<file path="src/rtl/mem_port_arbiter.sv">
// Memory-port arbiter: registered one-hot grant, round-robin fairness, owner lock and
// bounded-hold preemption. Define MEMARB_FIXED_PRIO_EN for lowest-index-wins priority.
module mem_port_arbiter #(
    parameter int NREQ     = 3,
    parameter int MAX_HOLD = 16
) (
    input  logic                 clk,
    input  logic                 init_n,
    input  logic [NREQ-1:0]      req,
    input  logic [NREQ-1:0]      lock,
    input  logic [32*NREQ-1:0]   req_address,
    input  logic [32*NREQ-1:0]   req_offset,
    input  logic [32*NREQ-1:0]   req_data,
    input  logic [3*NREQ-1:0]    req_mode,
    output logic [NREQ-1:0]      gnt,
    output logic [31:0]          mem_address,
    output logic [31:0]          mem_offset,
    output logic [31:0]          mem_data,
    output logic [2:0]           mem_mode,
    output logic                 busy
);
    localparam int HW = (MAX_HOLD > 2) ? $clog2(MAX_HOLD) : 1;
    localparam logic [HW-1:0] HOLD_LIMIT = HW'((MAX_HOLD == 0) ? 0 : MAX_HOLD - 1);

    generate
        if (NREQ < 2 || NREQ > 8) begin : g_bad_nreq
            $error("mem_port_arbiter: NREQ must be in the range 2..8");
        end
    endgenerate

    typedef enum logic {
        IDLE  = 1'b0,
        OWNED = 1'b1
    } state_t;

    state_t          state_reg, state_next;
    logic [NREQ-1:0] gnt_reg, gnt_next;
    logic [HW-1:0]   hold_cnt_reg, hold_cnt_next;
    logic [NREQ-1:0] others;
    logic [NREQ-1:0] win;
    logic            owner_req;
    logic            owner_lock;
    logic            preempt_ok;

    // The owner is never a candidate, so one arbiter serves idle grant, handoff and preemption.
    assign others     = req & ~gnt_reg;
    assign owner_req  = |(req & gnt_reg);
    assign owner_lock = |(lock & gnt_reg);
    assign preempt_ok = (MAX_HOLD != 0) && (hold_cnt_reg == HOLD_LIMIT) && !owner_lock;

`ifdef MEMARB_FIXED_PRIO_EN
    always_comb begin
        win = '0;
        for (int i = 0; i < NREQ; i++) begin
            if (others[i] && (win == '0)) win[i] = 1'b1;
        end
    end
`else
    localparam int PW = $clog2(NREQ);

    logic [PW-1:0] rr_ptr_reg, rr_ptr_next;
    int            rr_idx;

    always_comb begin
        win    = '0;
        rr_idx = 0;
        for (int off = 0; off < NREQ; off++) begin
            rr_idx = (int'(rr_ptr_reg) + off) % NREQ;
            if (others[rr_idx] && (win == '0)) win[rr_idx] = 1'b1;
        end
    end

    // Any change to a non-zero grant is a new grant; the pointer moves past the winner.
    always_comb begin
        rr_ptr_next = rr_ptr_reg;
        if ((gnt_next != '0) && (gnt_next != gnt_reg)) begin
            for (int i = 0; i < NREQ; i++) begin
                if (gnt_next[i]) rr_ptr_next = (i == NREQ - 1) ? '0 : PW'(i + 1);
            end
        end
    end

    always_ff @(posedge clk or negedge init_n) begin
        if (!init_n) begin
            rr_ptr_reg <= '0;
        end else begin
            rr_ptr_reg <= rr_ptr_next;
        end
    end
`endif

    always_comb begin
        state_next    = state_reg;
        gnt_next      = gnt_reg;
        hold_cnt_next = hold_cnt_reg;
        case (state_reg)
            IDLE: begin
                if (|req) begin
                    gnt_next      = win;
                    hold_cnt_next = '0;
                    state_next    = OWNED;
                end
            end
            OWNED: begin
                if (!owner_req) begin
                    hold_cnt_next = '0;
                    if (|others) begin
                        gnt_next = win;
                    end else begin
                        gnt_next   = '0;
                        state_next = IDLE;
                    end
                end else if (|others) begin
                    if (preempt_ok) begin
                        gnt_next      = win;
                        hold_cnt_next = '0;
                    end else if (hold_cnt_reg != HOLD_LIMIT) begin
                        hold_cnt_next = hold_cnt_reg + HW'(1);
                    end
                end else begin
                    hold_cnt_next = '0;
                end
            end
            default: begin
                state_next    = IDLE;
                gnt_next      = '0;
                hold_cnt_next = '0;
            end
        endcase
    end

    always_ff @(posedge clk or negedge init_n) begin
        if (!init_n) begin
            state_reg    <= IDLE;
            gnt_reg      <= '0;
            hold_cnt_reg <= '0;
        end else begin
            state_reg    <= state_next;
            gnt_reg      <= gnt_next;
            hold_cnt_reg <= hold_cnt_next;
        end
    end

    // AND-OR mux keyed by the registered grant: no grant yields all-zero outputs.
    logic [31:0] addr_sel [NREQ];
    logic [31:0] offs_sel [NREQ];
    logic [31:0] data_sel [NREQ];
    logic [2:0]  mode_sel [NREQ];

    genvar gi;
    generate
        for (gi = 0; gi < NREQ; gi++) begin : g_mux
            assign addr_sel[gi] = gnt_reg[gi] ? req_address[32*gi +: 32] : 32'd0;
            assign offs_sel[gi] = gnt_reg[gi] ? req_offset[32*gi +: 32]  : 32'd0;
            assign data_sel[gi] = gnt_reg[gi] ? req_data[32*gi +: 32]    : 32'd0;
            assign mode_sel[gi] = gnt_reg[gi] ? req_mode[3*gi +: 3]      : 3'd0;
        end
    endgenerate

    always_comb begin
        mem_address = '0;
        mem_offset  = '0;
        mem_data    = '0;
        mem_mode    = '0;
        for (int i = 0; i < NREQ; i++) begin
            mem_address = mem_address | addr_sel[i];
            mem_offset  = mem_offset  | offs_sel[i];
            mem_data    = mem_data    | data_sel[i];
            mem_mode    = mem_mode    | mode_sel[i];
        end
    end

    assign gnt  = gnt_reg;
    assign busy = |gnt_reg;

endmodule

</file>
<file path="config.mk">
export PLATFORM = sky130hd
export DESIGN_NAME = mem_port_arbiter
export DESIGN_NICKNAME = d
export VERILOG_FILES = /design/src/rtl/mem_port_arbiter.sv
export SDC_FILE = /design/constraint.sdc
export NUM_CORES = 1
export LEC_CHECK = 0
export ABC_AREA = 0
export CELL_PAD_IN_SITES_DETAIL_PLACEMENT = 0
export CELL_PAD_IN_SITES_GLOBAL_PLACEMENT = 1
export CORE_AREA = 2 2 158 160
export CTS_BUF_LIST = sky130_fd_sc_hd__clkbuf_2 sky130_fd_sc_hd__clkbuf_4 sky130_fd_sc_hd__clkbuf_8
export DETAILED_ROUTE_END_ITERATION = 8
export DIE_AREA = 0 0 160 162
export DONT_BUFFER_PORTS = 1
export GPL_ROUTABILITY_DRIVEN = 0
export PLACE_DENSITY = 0.4
export SYNTH_ARGS = -nofsm -noshare
export SYNTH_HDL_FRONTEND = slang
export SYNTH_SLANG_ARGS = --single-unit
</file>
<file path="constraint.sdc">
create_clock -name clk -period 4.25 [get_ports clk]
set_clock_uncertainty 0.1 [all_clocks]
set_input_delay 0.425 -clock clk [delete_from_list [all_inputs] [get_ports clk]]
set_output_delay 0.425 -clock clk [all_outputs]
set_load 0.03 [all_outputs]
</file>
==> qor.txt <==
crit path max-delay cell type -> or4b_4
Sink Count -> 10
ys async rst share -> 100%
final setup TNS -> 0 ps
CTS buffer count -> 3
Ports -> 408
die area -> 25,900 sq um
initial core utilization -> 10.2%
Final period util -> 78.3%
share of the synthesized area in the top cell type -> 41.2%
total wire length -> 14,300 um
worst path required time -> 4270 ps
Overflow after GRT -> 0
Setup crit start kind -> flip-flop
Cells after Synth -> 351
Initial DRC Count -> 657
minimum clock period -> 3330 ps
sequential area share after synthesis -> 10.2%
power density over the cells -> 992 nW/um^2
Placement Setup Slack -> 958 ps
Core ar. -> 24,100 sq um
Sequential Power Share -> 8.2%
CTS H-tree lvls -> 1
RSZ-0062 raised after global routing -> no
CTS tree -> yes
Overall Global Routing Usage -> 9.20%
Post-Syn Nets -> 661
DR vias -> 3,279
#FFs+latches synth -> 10
hold bufs inserted after CTS -> 1
Finished Core Util -> 11.6%
crit-path max cell delay -> 530 ps
ys flop type -> dfrtp_1
f_max -> 300 MHz
outcome -> complete, but fails checks
LEAKAGE -> 1.34 nW
Inserted Diodes -> 0
fin. max-slew vios -> 0
FP Rows -> 57
EDFF count, synth -> 0
post-CTS setup buffers -> 0
CP Data Arrival Time -> 3350 ps
post-DP HPWL -> 11,700 um
CP Max Fanout -> 11
CTS Buffer Depth -> 2
cells along the critical path -> inv_1, ha_1, nor2b_1, a221oi_1, a2111oi_0, and4bb_1, nor3_1, or4b_4, or2_1, a22o_1
power share of the combinational group -> 87.5%
failing checks -> DRC
largest net degree at the start of global routing -> 91
maxcap violations -> 0
vias in the first global route -> 2,940
worst slew pin tran -> 973 ps
die width -> 160 um
peak supply drop -> 0.326 mV
Synth area leaders -> a222oi_1, inv_1, dfrtp_1, clkbuf_1, ha_1
Worst setup EP type -> flip-flop
DP Cell Count -> 639
synth-to-layout area growth -> 14.1%
Post-layout nets -> 631
clk slew on worst S/H paths -> 50 ps
distinct cell type count after synthesis -> 46
Net Sw Power -> 2.01 mW
Setup CP Type -> reg2reg
first-pass GRT wire length -> 18,400 um
worst hold path type -> in2reg
top-count cell post-synth -> inv_1
clock root buffer -> clkbuf_8
final setup violation count -> 0
synth cell count leaders -> inv_1, a222oi_1, clkbuf_1
P_int -> 0.774 mW
1st-pass router iterations -> 9
clk_lat worst skew -> 240 ps
clock share of power -> 4.3%
Mean Syn Cell Area -> 7.00 sq um
share of cells above drive strength 1 -> 5.00%
initial antenna violation count -> 2
PostCTS Resize Cnt -> 0
Final Hold Viols -> 0
sw frac -> 72.2%
DRC viols -> 1
max reg flops -> 4
final setup margin -> 920 ps
Final Non-Filler Cells -> 644
Avg WL per Cell -> 22.1 um
mapped cell area -> 2460 sq um
Routed Antenna Nets -> 0
IO Port Bufs -> 0
die height -> 162 um
Slew HR -> 35.2%
Ys Warns -> 0
Synth area leader -> a222oi_1
vias per cell -> 5.09
routing by layer:
metal  wire (um)  vias to the layer above  global-route usage (%)
met5          26                        -                       0
met4         467                        4                    3.56
met3        1410                       26                    1.84
met2        7080                      314                    16.3
met1        5280                     1587                    11.0
li1            -                     1348                       -
placed cells by master (no fill, tap or decap), types with 3 or more instances in the layout:
cell,instances
ha_1,5
a21oi_1,10
clkbuf_8,4
o21ai_0,7
dfrtp_1,7
nand2_1,10
dfrtp_4,3
inv_1,105
nor3_1,5
a222oi_1,101
buf_4,3
nor2_1,4
nor2b_1,5
o22ai_1,3
nand3_1,6
nand2b_1,5
kinds of logic (layout without fill, tap and decap cells):
kind of cell / Yosys count / count (layout) / synth area share [%]
simple gates: 52 / 52 / 12.9
buf+inv: 144 / 113 / 22.5
compound gates: 139 / 139 / 51.4
flops: 10 / 10 / 10.2
fa+ha+maj: 5 / 5 / 2.55
mux: 1 / 1 / 0.458
metrics by stage:
step	area (sq um)	power (mW)	hold slack, ps
2_1_floorplan	2460	2.31	29.4
3_3_place_gp	2740	2.64	29.7
3_5_place_dp	2740	2.67	29.7
4_1_cts	2800	2.80	230
5_1_grt	2800	2.95	234
6_report	2800	2.78	241
area by class of cell:
| cell class | count | area, sq um |
|---|---|---|
| Fill cell | 2840 | 21300 |
| Multi-Input combinational cell | 197 | 1650 |
| Tap cell | 324 | 405 |
| Inverter | 105 | 394 |
| Sequential cell | 10 | 262 |
| Clock buffer | 4 | 55.1 |
| Timing Repair Buffer | 4 | 32.5 |
worst max-delay path, delay by kind of cell (launching register included):
kind            cells  cell delay, ps
simple gates        5            1400
compound gates      3             830
fa+ha+maj           1             430
flops               1             370
buf+inv             1              90
power by group through the flow:
stage                     clock (mW)  sequential (mW)  combinational, mW
after floorplan                    0            0.168               2.15
after global placement             0            0.225               2.42
after detailed placement           0            0.233               2.43
after CTS                      0.126            0.231               2.44
after global routing           0.130            0.238               2.58
final                          0.120            0.228               2.43
path summary, 6_finish.rpt:
path                                       from         endpoint  slack [ps]  depth (start not counted)
worst max-delay path              rr_ptr_reg[0]    rr_ptr_reg[1]         920                         10
worst min-delay path                     req[2]        state_reg         240                          2
worst max register to register    rr_ptr_reg[0]    rr_ptr_reg[1]         920                         10
worst min register to register  hold_cnt_reg[3]  hold_cnt_reg[3]         430                          1
max in group asynchronous                init_n           gnt[1]        3110                          1
min in group asynchronous                init_n        state_reg         520                          1
(Power assumes the default switching activity.)
